### src/rtl/led_scan_controller.sv
// Scanning LED controller: debounced left/right buttons pick a scan mode that steps an 8-LED pattern.
// Optional BOUNCE mode is compiled in when LED_SCAN_BOUNCE_EN is defined.
module led_scan_controller #(
  parameter int unsigned MAIN_CLOCK_FREQ = 12_000_000,
  parameter int unsigned STEP_FREQ       = 4,
  parameter int unsigned DEBOUNCE_FREQ   = 8
) (
  input  logic       CLK_IN,
  input  logic       RST_N_IN,
  input  logic       BTN_LEFT_N_IN,
  input  logic       BTN_RIGHT_N_IN,
  output logic [7:0] LED_OUT,
  output logic [1:0] MODE_OUT,
  output logic       STEP_TICK_OUT
);

  localparam int unsigned STEP_COUNT     = MAIN_CLOCK_FREQ / STEP_FREQ;
  localparam int unsigned DEBOUNCE_COUNT = MAIN_CLOCK_FREQ / DEBOUNCE_FREQ;
  localparam int unsigned STEP_W = (STEP_COUNT > 1) ? $clog2(STEP_COUNT) : 1;
  localparam int unsigned DEB_W  = (DEBOUNCE_COUNT > 1) ? $clog2(DEBOUNCE_COUNT) : 1;
  localparam logic [STEP_W-1:0] STEP_RELOAD = STEP_W'(STEP_COUNT - 1);
  localparam logic [DEB_W-1:0]  DEB_RELOAD  = DEB_W'(DEBOUNCE_COUNT - 1);

  typedef enum logic [1:0] {
    MODE_STOP   = 2'd0,
    MODE_LEFT   = 2'd1,
    MODE_RIGHT  = 2'd2,
    MODE_BOUNCE = 2'd3
  } mode_e;

  // Button vectors: bit 1 = left, bit 0 = right (active-low levels).
  logic [1:0]        sync1_q, sync2_q;
  logic [1:0]        stable_q, stable_d;
  logic [1:0]        busy_q, busy_d;
  logic [DEB_W-1:0]  dcnt_q [2];
  logic [DEB_W-1:0]  dcnt_d [2];
  logic [1:0]        press;
  logic [STEP_W-1:0] step_q, step_d;
  logic              tick;
  logic [7:0]        led_q, led_d;
  mode_e             mode_q, mode_d;
`ifdef LED_SCAN_BOUNCE_EN
  logic              dir_left_q, dir_left_d;
`endif

  always_comb begin
    stable_d = stable_q;
    busy_d   = busy_q;
    dcnt_d   = dcnt_q;
    for (int unsigned i = 0; i < 2; i++) begin
      if (!busy_q[i]) begin
        if (sync2_q[i] != stable_q[i]) begin
          busy_d[i] = 1'b1;
          dcnt_d[i] = DEB_RELOAD;
        end
      end else if (sync2_q[i] == stable_q[i]) begin
        busy_d[i] = 1'b0;
      end else if (dcnt_q[i] == '0) begin
        stable_d[i] = sync2_q[i];
        busy_d[i]   = 1'b0;
      end else begin
        dcnt_d[i] = dcnt_q[i] - 1'b1;
      end
    end
    // Event fires in the cycle the stable level is about to fall, so the mode lands with it.
    press = stable_q & ~stable_d;
  end

  always_comb begin
    tick   = (step_q == '0);
    step_d = tick ? STEP_RELOAD : step_q - 1'b1;
  end

  always_comb begin
    mode_d = mode_q;
    unique case (press)
      2'b10:   mode_d = (mode_q == MODE_RIGHT) ? MODE_STOP : MODE_LEFT;
      2'b01:   mode_d = (mode_q == MODE_LEFT) ? MODE_STOP : MODE_RIGHT;
`ifdef LED_SCAN_BOUNCE_EN
      2'b11:   mode_d = (mode_q == MODE_BOUNCE) ? MODE_STOP : MODE_BOUNCE;
`endif
      default: mode_d = mode_q;
    endcase
  end

  always_comb begin
    led_d = led_q;
`ifdef LED_SCAN_BOUNCE_EN
    dir_left_d = dir_left_q;
`endif
    if (tick) begin
      case (mode_q)
        MODE_LEFT:  led_d = {led_q[6:0], led_q[7]};
        MODE_RIGHT: led_d = {led_q[0], led_q[7:1]};
`ifdef LED_SCAN_BOUNCE_EN
        MODE_BOUNCE: begin
          if (dir_left_q) begin
            if (led_q == 8'h80) begin
              dir_left_d = 1'b0;
              led_d      = 8'h40;
            end else begin
              led_d = led_q << 1;
            end
          end else begin
            if (led_q == 8'h01) begin
              dir_left_d = 1'b1;
              led_d      = 8'h02;
            end else begin
              led_d = led_q >> 1;
            end
          end
        end
`endif
        default: led_d = led_q;
      endcase
    end
`ifdef LED_SCAN_BOUNCE_EN
    // Entry wins over a same-cycle bounce turnaround, which used the old mode anyway.
    if (mode_d == MODE_BOUNCE && mode_q != MODE_BOUNCE) begin
      dir_left_d = 1'b1;
    end
`endif
  end

  always_ff @(posedge CLK_IN or negedge RST_N_IN) begin
    if (!RST_N_IN) begin
      sync1_q  <= '1;
      sync2_q  <= '1;
      stable_q <= '1;
      busy_q   <= '0;
      for (int unsigned i = 0; i < 2; i++) begin
        dcnt_q[i] <= '0;
      end
      step_q   <= STEP_RELOAD;
      led_q    <= 8'h01;
      mode_q   <= MODE_STOP;
`ifdef LED_SCAN_BOUNCE_EN
      dir_left_q <= 1'b1;
`endif
    end else begin
      sync1_q  <= {BTN_LEFT_N_IN, BTN_RIGHT_N_IN};
      sync2_q  <= sync1_q;
      stable_q <= stable_d;
      busy_q   <= busy_d;
      dcnt_q   <= dcnt_d;
      step_q   <= step_d;
      led_q    <= led_d;
      mode_q   <= mode_d;
`ifdef LED_SCAN_BOUNCE_EN
      dir_left_q <= dir_left_d;
`endif
    end
  end

  assign LED_OUT       = led_q;
  assign MODE_OUT      = mode_q;
  assign STEP_TICK_OUT = tick;

endmodule
### config.mk
export PLATFORM = sky130hd
export DESIGN_NAME = led_scan_controller
export DESIGN_NICKNAME = d
export VERILOG_FILES = /design/src/rtl/led_scan_controller.sv
export SDC_FILE = /design/constraint.sdc
export NUM_CORES = 1
export LEC_CHECK = 0
export ABC_AREA = 1
export BUFFER_PORTS_ARGS = -buffer_cell sky130_fd_sc_hd__buf_2
export CORE_MARGIN = 5
export CORE_UTILIZATION = 66
export CTS_CLUSTER_DIAMETER = 60
export DETAILED_ROUTE_END_ITERATION = 10
export PLACE_DENSITY = 0.84
export RECOVER_POWER = 25
export SLEW_MARGIN = 25
export SYNTH_ARGS = -nofsm -noshare
export SYNTH_HDL_FRONTEND = slang
export SYNTH_SLANG_ARGS = --single-unit
### constraint.sdc
create_clock -name CLK_IN -period 3.5 [get_ports CLK_IN]
set_input_delay 0.525 -clock CLK_IN [delete_from_list [all_inputs] [get_ports CLK_IN]]
set_output_delay 0.525 -clock CLK_IN [all_outputs]
set_load 0.02 [all_outputs]
### After elaboration in Yosys (flattened, before gate mapping)

Index checks and enable logic that the tools add are counted.

* $add $sub $neg: 3
* multiply operators: 0
* divide/modulo/power cells: 0
* order comparisons: 0
* equal/unequal tests: 12
* shift-type cells: 0
* mux-type cells: 27
* bitwise gates (word level): 2
* reductions and logical operators: 10

Operator list (count)
* 2-to-1 mux 21 bit: 8
* logical NOT 21 bit: 2
* subtractor 21 x 1 -> 21 bit, second input constant: 2
* logical NOT 22 bit: 1
* 2-to-1 mux 22 bit: 1
* subtractor 22 x 1 -> 22 bit, second input constant: 1
* one-hot mux 8 bit (2 select lines): 1
* 2-to-1 mux 1 bit: 15
* != test 2 bit, second input constant: 4
* nonzero test 2 bit: 4
* AND reduction 3 bit: 2
* equality test 2 x 1 -> 1 bit, second input constant: 2
* equality test 2 bit, second input constant: 2
* one-hot mux 2 bit (2 select lines): 1
* bitwise AND 2 bit: 1
* equality test 1 bit: 2
* 2-to-1 mux 2 bit: 1
* != test 1 bit: 2
* NOT 2 bit: 1
* AND reduction 2 bit: 1

* flip-flop bits (word level): 82
* bits in latches: 0
* RAM bits: 0
* memory bits (read-only): 0
* output and inout bits: 11
* memories: 0

### Depth between registers and ports, before layout

* depth in word-level cells: 8
* depth in mapped cells: 10

### Worst setup path before layout

Ideal clock, no wire load.

* path type: register -> output
* from: register step_q[0]
* to: output STEP_TICK_OUT
* arrival time: 1.366 ns
* required time: 2.975 ns
* slack: 1.609 ns
* stages on the path, launching flop included: 9
* buffers on the path: 0
* cell sequence: dfstp_2 > inv_1 > ha_1 > nand2_2 > nor2_4 > nand4_2 > nor2_2 > nand2_1 > inv_1

* cells in the longest elaborated chain, start to end: 1

Ends and longest elaborated chain
* start: declaration: line 38 `logic [STEP_W-1:0] step_q, step_d;`
* start signal: assignment: line 146 `step_q <= step_d;`
* logical NOT 22 bit: line 70 `tick = (step_q == '0);`
* end: declaration: line 14 `output logic STEP_TICK_OUT`

Every way passes these cells.

### Final worst setup path

Same ends and word-level chain as after synthesis.

==> results.cfg <==
[sta]
slew_viol_final = 83
hold_ws_ns = 0.243
period_needed_ns = 2.54
tightest_slew_ns = 1.98
timing.fmax_mhz = 394
skew_ns = 0.0101
rsz0062_at_grt = no
fin_ws_ns = 0.962
hold_violations = 0
setup_viol = 0
fin_setup_tns_ns = 0
slew_headroom_pct = -32.0
post-route-period-util_pct = 72.5

[cells_and_area]
fin_util_pct = 72.8
n_fill_cell = 553
syn2layout_area_growth_pct = 5.81
diodes = 0
nets = 689
final_layout_size_suffix_gt1_share_pct = 18.3

[cts]
cts_tree = yes
clockBufferDepth = 2
postCtsSetupBuffers = 0
cts_num_sinks = 82
cts_resized = 0
cts_buffers = 9
hold_buffers = 0
clock_latency_ns = 0.37
cts-root-buf = clkbuf_8
htree_levels = 3
clkSlewWorstSetupHoldPaths_ns = 0.10

[routing]
viasPerCell = 5.46
post_drt_wl_per_cell_um = 12.9
drt-initial-drc-count = 236
drcViolationCount = 0
via_count = 4262
wl_um = 10100
antenna_left = 0
firstDrtPassIters = 5

[critical_path]
rrSetupSlack_ns = 1.41
end_kind = output pin
r2r_end = MODE_OUT[1]$_DFFE_PN0P_
worst-path-max-fanout = 5
cp.required_ns = 2.97
cp.arrival_ns = 2.01
worstSetupStartpointType = flip-flop
crit_top_cell = inv_1
crit_path_max_incr_delay_ns = 0.40
critical_path_class = reg2out
slowest_stage = dfstp_2
worstReg2RegStart = busy_q[1]$_DFF_PN0_
worstPathCellList = inv_1, ha_1, nand2_2, nor2_4, nand4_2, nor2_2, nand2_1, inv_1, buf_2
worstRegToRegCells = 6

[floorplanning]
io_pins = 15
initial_core_util_pct = 68.8
die-width_um = 97.4
core.rowCount = 31
die_h_um = 97.4
core_area_um2 = 7330
dieArea_um2 = 9490

[pwr]
p_per_area_nw_per_um2 = 368
p_sw_uw = 619
pwr-share-comb_pct = 12.2
ir_worst_vdd_mv = 0.258
p_seq_share_pct = 53.0
p_leak_nw = 2.58
switching_share_pct = 31.6
clkPwrFrac_pct = 34.8
cellInternalPower_mw = 1.34

[synthesis]
ys_types = 38
syn_inst = 665
ys_seq_elements = 82
synthFlopType = dfrtp_1
synth_area_um2 = 5040
synth_warnings = 0
ys_seq_area_share_pct = 41.3
avgSynthCellArea_um2 = 7.58
synth_fp_nets = 677
synth-edff-count = 0
async_flop_share_pct = 100

[global_routing]
grt_max_degree = 83
grtUsageTotal_pct = 22.7
grt_pass1_wl_um = 18300
grt_overflow = 0
grt_pass1_vias = 4359
antenna_found_initial = 0

[outcome]
outcome = finished with violations
violations = max-capacitance violations, max-slew violations

[hold_path]
hold_path_end = sync1_q[0]$_DFF_PN1_
holdCritStartpoint = BTN_RIGHT_N_IN
hold_path_depth = 1
worstHoldPathType = in2reg

[placed_design]
place_ws_ns = 1.39
gp_congestion = 0.887
port_buffers = 14
dp_hpwl_um = 7180

[job]
drv_cap = 1
-- power groups by stage --
stage               Clock [mW]  Sequential, mW  Combinational (mW)
floorplan                    0            1.04               0.195
global placement             0            1.05               0.230
detailed placement           0            1.06               0.239
CTS                      0.698            1.04               0.242
global route             0.748            1.05               0.281
finish                   0.682            1.04               0.240
-- cell type report --
| type | count | area [um2] | area share [%] |
|---|---|---|---|
| multi-input cells | 491 | 2560 | 48.0 |
| flip-flops and latches | 82 | 2080 | 39.0 |
| inverters | 79 | 302 | 5.65 |
| clock buffers | 9 | 124 | 2.32 |
| well taps | 99 | 124 | 2.32 |
| clock inverters | 7 | 72.6 | 1.36 |
| repair buffers | 14 | 70.1 | 1.31 |
-- state kept, by name, summed over array words and instances, names as in the netlist --
signal,count
dcnt_q,42
step_q,22
LED_OUT,8
MODE_OUT,2
busy_q,2
stable_q,2
sync1_q,2
sync2_q,2
-- worst max path at each step --
stage          cells past startpoint  slack, ns             to           startpoint
2_1_floorplan                      8       1.61  STEP_TICK_OUT  step_q[0]$_DFF_PN1_
3_3_place_gp                       9       1.50  STEP_TICK_OUT  step_q[0]$_DFF_PN1_
3_5_place_dp                       9       1.39  STEP_TICK_OUT  step_q[0]$_DFF_PN1_
4_1_cts                            9       0.95  STEP_TICK_OUT  step_q[0]$_DFF_PN1_
5_1_grt                            9       0.86  STEP_TICK_OUT  step_q[0]$_DFF_PN1_
6_report                           9       0.96  STEP_TICK_OUT  step_q[0]$_DFF_PN1_
-- stage by stage --
stage / instances / instance area [um2] / power (mW)
floorplan: 665 / 5040 / 1.23
global placement: 765 / 5140 / 1.28
detailed placement: 765 / 5140 / 1.29
CTS: 781 / 5340 / 1.98
global route: 781 / 5330 / 2.07
finish: 781 / 5330 / 1.96
-- layer usage --
metal	part of all wire (%)	global-route usage, %	vias up
li1	-	-	2134
met1	45	28.2	2023
met2	50	39.1	98
met3	4.1	5.03	7
met4	0.49	7.45	0
met5	0	0	-
-- cells in the final DEF, fill, tap and decap left out, drive strengths merged, types with 2 or more instances in the layout --
| cell type | n |
|---|---|
| xor2 | 14 |
| nand3b | 2 |
| dfstp | 22 |
| mux2i | 8 |
| xnor2 | 4 |
| inv | 83 |
| or2 | 4 |
| nor3 | 5 |
| nor2 | 109 |
| buf | 13 |
| clkinv | 2 |
| nand2 | 196 |
| nand4 | 13 |
| a21oi | 4 |
| o31ai | 2 |
| ha | 8 |
| o21ai | 48 |
| dfrtp | 60 |
| nand3 | 72 |
| clkbuf | 10 |
-- critical path: cells and delay by family, from the launching register on --
family | cells | cell delay, ns
adders and majority gates | 1 | 0.26
buffers and inverters | 3 | 0.28
DFF | 1 | 0.40
and+or+nand+nor | 5 | 0.71
-- logic make-up after synthesis --
group	count (synthesis)	synth area share [%]
compound gates	56	7.77
xor+xnor	18	3.13
fa+ha+maj	8	1.99
buf+inv	92	7.92
flops	82	41.3
mux	8	1.59
simple gates	401	36.4
-- cells in the mapped netlist, types with 11 or more instances --
library cell  number  area, um2
nand4_1           11       68.8
inv_1             76        285
dfrtp_1           60       1500
nor2_2            19        119
nand2_1          186        698
xor2_1            14        123
o21ai_0           16       80.1
dfstp_2           22        578
nor2_1            84        315
nand3_1           70        350
o21ai_2           27        236
No activity file was read; power rests on OpenSTA's default activity.
